<file path="src/rtl/booth_mult_pkg.sv">
// Shared constants for the Booth multiplier: state encoding, operand width, iteration count.
// Latency: none (declarations only).
// Backpressure: none. BOOTH_MULT_MULTU_EN widens the internal operand by one bit for unsigned support.
package mult_pkg;

  localparam int WIDTH = 32;

`ifdef BOOTH_MULT_MULTU_EN
  localparam int MULTU_EXT = 1;
`else
  localparam int MULTU_EXT = 0;
`endif

  // Internal operand width: one extra bit lets unsigned operands be zero-extended
  // and then treated as signed.
  localparam int N     = WIDTH + MULTU_EXT;
  localparam int CNT_W = 6;

  typedef enum logic [1:0] {
    IDLE = 2'd0,
    RUN  = 2'd1,
    DONE = 2'd2
  } state_t;

endpackage

</file>
<file path="src/rtl/booth_mult_step.sv">
// One radix-2 Booth iteration: add/subtract M by {Q[0],q-1}, then arithmetic right shift of {P,Q,q-1}.
// Latency: combinational.
// Backpressure: none; the caller decides when to register the result.
module booth_step
  import mult_pkg::*;
#(
  parameter int NB = N
) (
  input  logic [NB:0]   p,
  input  logic [NB-1:0] q,
  input  logic          q_m1,
  input  logic [NB-1:0] m,
  output logic [NB:0]   p_nxt,
  output logic [NB-1:0] q_nxt,
  output logic          q_m1_nxt
);

  logic [NB:0] m_ext;
  logic [NB:0] sum;

  // P is one bit wider than M, so subtracting the most negative M cannot overflow.
  assign m_ext = {m[NB-1], m};

  // Booth recoding: 01 adds M, 10 subtracts M, 00/11 leave P unchanged.
  always_comb begin
    sum = p;
    case ({q[0], q_m1})
      2'b01:   sum = p + m_ext;
      2'b10:   sum = p - m_ext;
      default: sum = p;
    endcase
  end

  // Arithmetic shift right by one: replicate the sign of P, and the old q-1 falls off the end.
  assign {p_nxt, q_nxt, q_m1_nxt} = {sum[NB], sum, q};

endmodule

</file>
<file path="src/rtl/booth_mult.sv">
// Sequential signed 32x32 radix-2 Booth multiplier (optional unsigned mode via BOOTH_MULT_MULTU_EN).
// Latency: N cycles from start to the done pulse (32, or 33 with BOOTH_MULT_MULTU_EN).
// Backpressure: start is ignored while busy; hi/lo hold until the next completed operation.
module booth_mult
  import mult_pkg::*;
#(
  parameter int WIDTH = mult_pkg::WIDTH
) (
  input  logic             clock,
  input  logic             reset,
  input  logic             start,
  input  logic [WIDTH-1:0] a,
  input  logic [WIDTH-1:0] b,
`ifdef BOOTH_MULT_MULTU_EN
  input  logic             multu,
`endif
  output logic             busy,
  output logic             done,
  output logic [WIDTH-1:0] hi,
  output logic [WIDTH-1:0] lo
);

  localparam int NB = WIDTH + MULTU_EXT;

  state_t           state;
  logic [NB:0]      p;
  logic [NB-1:0]    q;
  logic [NB-1:0]    m;
  logic             q_m1;
  logic [CNT_W-1:0] cnt;

  logic [NB-1:0]    a_ext;
  logic [NB-1:0]    b_ext;
  logic [NB:0]      p_nxt;
  logic [NB-1:0]    q_nxt;
  logic             q_m1_nxt;
  logic [CNT_W-1:0] cnt_dec;
  logic [2*NB:0]    prod_nxt;

`ifdef BOOTH_MULT_MULTU_EN
  // Unsigned operands are zero-extended into the extra bit; signed ones are sign-extended.
  assign a_ext = {a[WIDTH-1] & ~multu, a};
  assign b_ext = {b[WIDTH-1] & ~multu, b};
`else
  assign a_ext = a;
  assign b_ext = b;
`endif

  assign cnt_dec  = cnt - 1'b1;
  assign prod_nxt = {p_nxt, q_nxt};

  booth_step #(.NB(NB)) u_step (
    .p        (p),
    .q        (q),
    .q_m1     (q_m1),
    .m        (m),
    .p_nxt    (p_nxt),
    .q_nxt    (q_nxt),
    .q_m1_nxt (q_m1_nxt)
  );

  // Control FSM, iteration datapath and registered outputs in a single process.
  always_ff @(posedge clock or negedge reset) begin
    if (!reset) begin
      state <= IDLE;
      p     <= '0;
      q     <= '0;
      m     <= '0;
      q_m1  <= 1'b0;
      cnt   <= '0;
      busy  <= 1'b0;
      done  <= 1'b0;
      hi    <= '0;
      lo    <= '0;
    end else begin
      case (state)
        IDLE: begin
          done <= 1'b0;
          if (start) begin
            m     <= a_ext;
            q     <= b_ext;
            p     <= '0;
            q_m1  <= 1'b0;
            cnt   <= CNT_W'(NB);
            busy  <= 1'b1;
            state <= RUN;
          end
        end
        RUN: begin
          p    <= p_nxt;
          q    <= q_nxt;
          q_m1 <= q_m1_nxt;
          cnt  <= cnt_dec;
          // The final step's result goes straight into hi/lo on the same edge.
          if (cnt_dec == '0) begin
            hi    <= prod_nxt[2*WIDTH-1:WIDTH];
            lo    <= prod_nxt[WIDTH-1:0];
            busy  <= 1'b0;
            done  <= 1'b1;
            state <= DONE;
          end
        end
        DONE: begin
          done <= 1'b0;
          if (start) begin
            m     <= a_ext;
            q     <= b_ext;
            p     <= '0;
            q_m1  <= 1'b0;
            cnt   <= CNT_W'(NB);
            busy  <= 1'b1;
            state <= RUN;
          end else begin
            state <= IDLE;
          end
        end
        default: begin
          busy  <= 1'b0;
          done  <= 1'b0;
          state <= IDLE;
        end
      endcase
    end
  end

endmodule

</file>
<file path="config.mk">
export PLATFORM = sky130hd
export DESIGN_NAME = booth_mult
export DESIGN_NICKNAME = d
export VERILOG_FILES = /design/src/rtl/booth_mult_pkg.sv /design/src/rtl/booth_mult_step.sv /design/src/rtl/booth_mult.sv
export SDC_FILE = /design/constraint.sdc
export NUM_CORES = 1
export LEC_CHECK = 0
export ABC_AREA = 1
export CAP_MARGIN = 20
export CORE_ASPECT_RATIO = 0.6
export CORE_UTILIZATION = 51
export CTS_CLUSTER_SIZE = 20
export DETAILED_ROUTE_END_ITERATION = 8
export MAX_ROUTING_LAYER = met4
export PLACE_DENSITY = 0.75
export SETUP_SLACK_MARGIN = 0.4
export SYNTH_ARGS = -nofsm -noshare
export SYNTH_HDL_FRONTEND = slang
export SYNTH_SLANG_ARGS = --single-unit
</file>
<file path="constraint.sdc">
create_clock -name clock -period 3.2 [get_ports clock]
set_input_delay 0.64 -clock clock [delete_from_list [all_inputs] [get_ports clock]]
set_output_delay 0.64 -clock clock [all_outputs]
set_load 0.02 [all_outputs]
</file>
==> qor.yml, run 1 <==
status: "complete, but fails checks"
violations: "setup timing"
setup_violations: 13
grt_use_total_pct: 32.8
synth-seq-cells: 171
clkTransAtPathRegs_ns: 0.07
cts_buffers: 17
path_class: "reg2reg"
cp_slowest_cell: "dfrtp_1"
htreeDepth: 4
syn-num-nets: 1464
fin_crit_ns: 3.40
clk_latency_ns: 0.44
power_density_nw_per_um2: 374
crit_top_cell: "nand2_1"
num_rows: 39
die_area_um2: 20200
drt-total-wl_mm: 32.2
gp_congestion: 0.944
clock.fmax_mhz: 294
cp-start-kind: "flip-flop"
stdcell_area_um2: 14100
vias_per_cell: 5.43
grt_pass1_wl_mm: 49.9
yosysWarnings: 0
routed-via-count: 10000
rsz0062_at_grt: "yes"
cts_tree: "built"
diodes: 0
hold_violations: 0
min_period_over_period_pct: 106
vdd_drop_max_mv: 0.420
arrival_ns: 3.71
dp_hpwl_mm: 21.5
grt_max_degree: 81
ys_seq_area_share_pct: 42.8
setup_ws_ns: -0.202
r2r_slack_ns: -0.20
synth_edf_count: 0
pin_count: 133
holdWs_ns: 0.155
max_stage_delay_ns: 0.48
coreArea_um2: 19100
synthArstFlopShare_pct: 100
grt_antenna_before_repair: 0
drt_iter0_markers: 1027
port_buffers: 132
fin_skew_ns: 0.00935
postSynthCellCount: 1360
cts.sinks: 171
first_global_vias: 9164
layout-drive-gt1-share_pct: 27.3
wire_per_inst_um: 17.5
max-cap-violations: 0
max_slew_margin_pct: 33.8
ys.flop_type: "dfrtp_1"
ys_types: 38
endpoint_kind: "flip-flop"
syn2layout_area_growth_pct: 41.4
cp.required_ns: 3.51
initial_core_util_pct: 52.3
fillerInstances: 1425
layout.nets: 1669
place_area_um2: 12000
synth_area_um2: 10000
reg2reg_depth: 21
clockRootBuffer: "clkbuf_16"
clockBufferDepth: 2
p_leak_nw: 6.90
die_y_um: 110
final_common_cell: "nand2_1"
grt_overflow: 0
mostFrequentLayoutCells: "nand2_1, dfrtp_1, clkdlybuf4s50_1, nor2_1"
drv_slew: 0
drc: 0
die_w_um: 183
worst_pin_slew_ns: 0.992
crit_chain: "nor2_1 -> nand2_1 -> nor2_2 -> nand2_2 -> nor2_4 -> buf_6 -> a31oi_4 -> a21oi_2 -> xor2_2 -> ha_4 -> nand2_2 -> nor2_2 -> nand2_1 -> nor2_1 -> nand2_1 -> nand2_2 -> nand3_1 -> nand3_1 -> nand2_1 -> nand2_1 -> nand2_1"
critPathMaxFanout: 5
hp-class: "in2async"
syn_avg_cell_area_um2: 7.35
drtPass1Iterations: 6
postRouteAntennaNets: 0
Yosys cell counts, drive strengths merged, types with 2 or more instances:
cell,number,area [um^2]
nand2,531,1990
dfrtp,171,4280
nor2,138,554
inv,117,439
nand3,62,315
a21oi,52,260
o21ai,50,250
ha,36,450
a31oi,33,206
buf,28,160
mux2,23,259
xnor2,20,175
clkbuf,19,71.3
xor2,18,165
or2,12,75.1
nor3,11,65.1
nand3b,8,60.1
o21bai,7,52.6
nand4,6,37.5
o22ai,6,37.5
o31ai,3,22.5
a21o,2,15.0
and2,2,12.5
final timing paths:
check,endpoint,start
worst min-delay path,hi[25],reset
min in group clock,lo[31],lo[31]
worst max register to register,p[31],m[10]
worst max-delay path,p[31],m[10]
max in group asynchronous,q[9],reset
worst min register to register,lo[31],lo[31]
metal layers:
| metal | vias to the layer above | share of wire (%) | GRT usage [%] |
|---|---|---|---|
| met3 | 47 | 8.7 | 5.87 |
| met5 | - | 0 | - |
| li1 | 4742 | - | - |
| met2 | 459 | 40 | 42.3 |
| met1 | 4764 | 49 | 51.9 |
| met4 | 0 | 1.8 | 7.94 |
worst max-delay path, delay by kind of cell (launching register included):
family | cells | cell delay (ns)
flip-flops | 1 | 0.48
XOR/XNOR | 1 | 0.31
buffers and inverters | 1 | 0.12
AND/OR/NAND/NOR | 16 | 1.87
adder cells (fa/ha/maj) | 1 | 0.21
AO/OA/AOI/OAI | 2 | 0.27
sequential cells by signal (all words and copies together) (netlist names), 2 cells and up:
signal / cells
cnt: 6
hi: 32
lo: 32
m: 32
p: 32
q: 32
state: 2
through the flow:
| step | TNS (ns) | instances | util, % | setup slack, ns | power (mW) |
|---|---|---|---|---|---|
| finish | -0.818 | 1844 | 73.9 | -0.202 | 5.29 |
| global route | -4.75 | 1844 | 73.9 | -0.341 | 5.51 |
| CTS | 0 | 1829 | 70.6 | 0.0500 | 5.20 |
| detailed placement | -2.68 | 1775 | 62.5 | -0.294 | 3.02 |
| global placement | -3.10 | 1775 | 62.5 | -0.389 | 3.01 |
| floorplan | 0 | 1360 | - | 0.421 | 2.70 |
cell families after synthesis:
kind of cell | count (synthesis) | share of synthesized area, %
xor gates and xnor gates | 38 | 3.40
and+or+nand+nor | 772 | 31.3
DFF | 171 | 42.8
AOI/OAI and AO/OA | 154 | 8.52
buffers and inverters | 165 | 6.74
muxes | 23 | 2.59
adders and majority gates | 37 | 4.70
power breakdown:
part / switching (mW) / internal, mW / total [mW]
Sequential: 0.0971 / 2.24 / 2.33
Combinational: 0.492 / 0.410 / 0.901
Clock: 0.877 / 1.18 / 2.05
Total: 1.47 / 3.82 / 5.29
repair_timing:
item	in CTS	in global routing
endpoints found under the hold margin	0	0
buffers inserted	22	15
setup endpoints to repair	54	63
hold buffers	0	0
gates resized for setup	200	135
pin swaps	65	62
final cells by class:
| type | count | area, um^2 | share of cell area, % |
|---|---|---|---|
| sequential | 171 | 4290 | 30.3 |
| inverter | 118 | 450 | 3.19 |
| multi-input combinational | 1024 | 6310 | 44.7 |
| clock buffer | 23 | 498 | 3.52 |
| timing repair buffer | 233 | 2170 | 15.3 |
| clock inverter | 9 | 86.3 | 0.611 |
| tap | 266 | 333 | 2.35 |
Power figures use the tool's default switching activity.
==> inputs of run 2 (changes only) <==
--- a/config.mk
+++ b/config.mk
@@ -14,6 +14,7 @@
 export MAX_ROUTING_LAYER = met4
 export PLACE_DENSITY = 0.75
 export SETUP_SLACK_MARGIN = 0.4
+export SKIP_LAST_GASP = 1
 export SYNTH_ARGS = -nofsm -noshare
 export SYNTH_HDL_FRONTEND = slang
 export SYNTH_SLANG_ARGS = --single-unit
==> qor.yml, run 2 (synthesis results as in run 1) <==
critPathBufInv: 1
drtPass1Iterations: 5
port_buffers: 132
register_area_um2: 4290
fin_cells: 1844
gp_congestion: 0.944
setup_ws_ns: -0.205
fin_crit_ns: 3.41
layout.nets: 1669
wire_per_inst_um: 17.5
die_w_um: 183
diodes: 0
htreeDepth: 4
vdd_drop_max_mv: 0.422
initial_core_util_pct: 52.3
grt_use_total_pct: 32.8
layout-drive-gt1-share_pct: 27.1
max_slew_margin_pct: 33.2
clockBufferDepth: 2
grt_pass1_wl_mm: 49.9
holdWs_ns: 0.155
drc: 0
placed_cells: 1775
clock.fmax_mhz: 294
cts_buffers: 17
die_y_um: 110
arrival_ns: 3.72
clkTransAtPathRegs_ns: 0.07
cp_top_family: "simple AND/OR/NAND/NOR gates"
clk_latency_ns: 0.44
dp_hpwl_mm: 21.5
first_global_vias: 9164
hold_violations: 0
final_common_cell: "nand2_1"
cp-start-kind: "flip-flop"
crit_top_cell: "nand2_1"
cts_tree: "built"
mostFrequentLayoutCells: "nand2_1, dfrtp_1, clkdlybuf4s50_1, nor2_1"
multi_input_area_um2: 6280
rsz0062_at_grt: "yes"
cp_slowest_cell: "dfrtp_1"
max-cap-violations: 0
routed-via-count: 9955
fin_util_pct: 73.7
postRouteAntennaNets: 0
clockRootBuffer: "clkbuf_16"
path_class: "reg2reg"
worst_pin_slew_ns: 1.00
p_leak_nw: 6.89
crit_chain: "nor2_1 -> nand2_1 -> nor2_2 -> nand2_2 -> nor2_4 -> buf_6 -> a31oi_4 -> a21oi_2 -> xor2_2 -> ha_4 -> nand2_2 -> nor2_2 -> nand2_1 -> nor2_1 -> nand2_1 -> nand2_2 -> nand3_1 -> nand3_1 -> nand2_1 -> nand2_1 -> nand2_1"
cp.required_ns: 3.51
hp-class: "in2async"
vias_per_cell: 5.40
grt_max_degree: 81
fillerInstances: 1432
coreArea_um2: 19100
cts.sinks: 171
syn2layout_area_growth_pct: 41.0
min_period_over_period_pct: 106
endpoint_kind: "flip-flop"
critPathMaxFanout: 5
drt-total-wl_mm: 32.2
grt_overflow: 0
grt_antenna_before_repair: 0
pin_count: 133
num_rows: 39
total_power_mw: 5.28
power_density_nw_per_um2: 374
violations: "setup timing"
fin_skew_ns: 0.0127
setup_violations: 12
drv_slew: 0
drt_iter0_markers: 1124
max_stage_delay_ns: 0.48
die_area_um2: 20200
status: "complete, but fails checks"
[run 2: metrics by stage]
step | setup TNS (ns) | instance area [um^2] | worst slack, ns
finish | -0.856 | 14100 | -0.205
global placement | -3.10 | 12000 | -0.389
floorplan | 0 | 10000 | 0.421
detailed placement | -2.68 | 12000 | -0.294
CTS | 0 | 13500 | 0.0500
global route | -4.90 | 14100 | -0.341
[run 2: power by group]
| group | internal, mW | total [mW] | leakage [nW] | switching, mW |
|---|---|---|---|---|
| sequential | 2.24 | 2.33 | 2.12 | 0.0979 |
| clock | 1.18 | 2.05 | 0.286 | 0.873 |
| combinational | 0.407 | 0.895 | 4.49 | 0.488 |
[run 2: metal layers]
layer  vias up  track usage, %  wire length [um]  part of all wire (%)
met5         -               -                 0                     0
met3        37            5.87              2610                   8.1
met4         0            7.94               524                   1.6
met1      4718            51.9             15900                    49
met2       449            42.3             13100                    41
li1       4751               -                 -                     -
[run 2: final cells by class]
class	count	area share, %
inverter	118	3.19
clock inverter	9	0.612
sequential	171	30.4
tap	266	2.36
clock buffer	23	3.53
timing repair buffer	233	15.3
multi-input combinational	1024	44.5
[run 2: path summary, 6_finish.rpt]
kind | startpoint | cells past startpoint | end | slack (ns)
max | m[10] | 21 | p[31] | -0.21
min | reset | 1 | hi[27] | 0.15
max reg2reg | m[10] | 21 | p[31] | -0.21
min reg2reg | lo[31] | 2 | lo[31] | 0.47
max in group asynchronous | reset | 2 | q[9] | 2.19
min in group clock | lo[31] | 2 | lo[31] | 0.47
[run 2: what timing repair did]
action,CTS,global route
pin swaps,65,60
endpoints found under the setup margin,54,63
gates resized for setup,200,128
buffers inserted,22,15
hold buffers,0,0
endpoints found under the hold margin,0,0
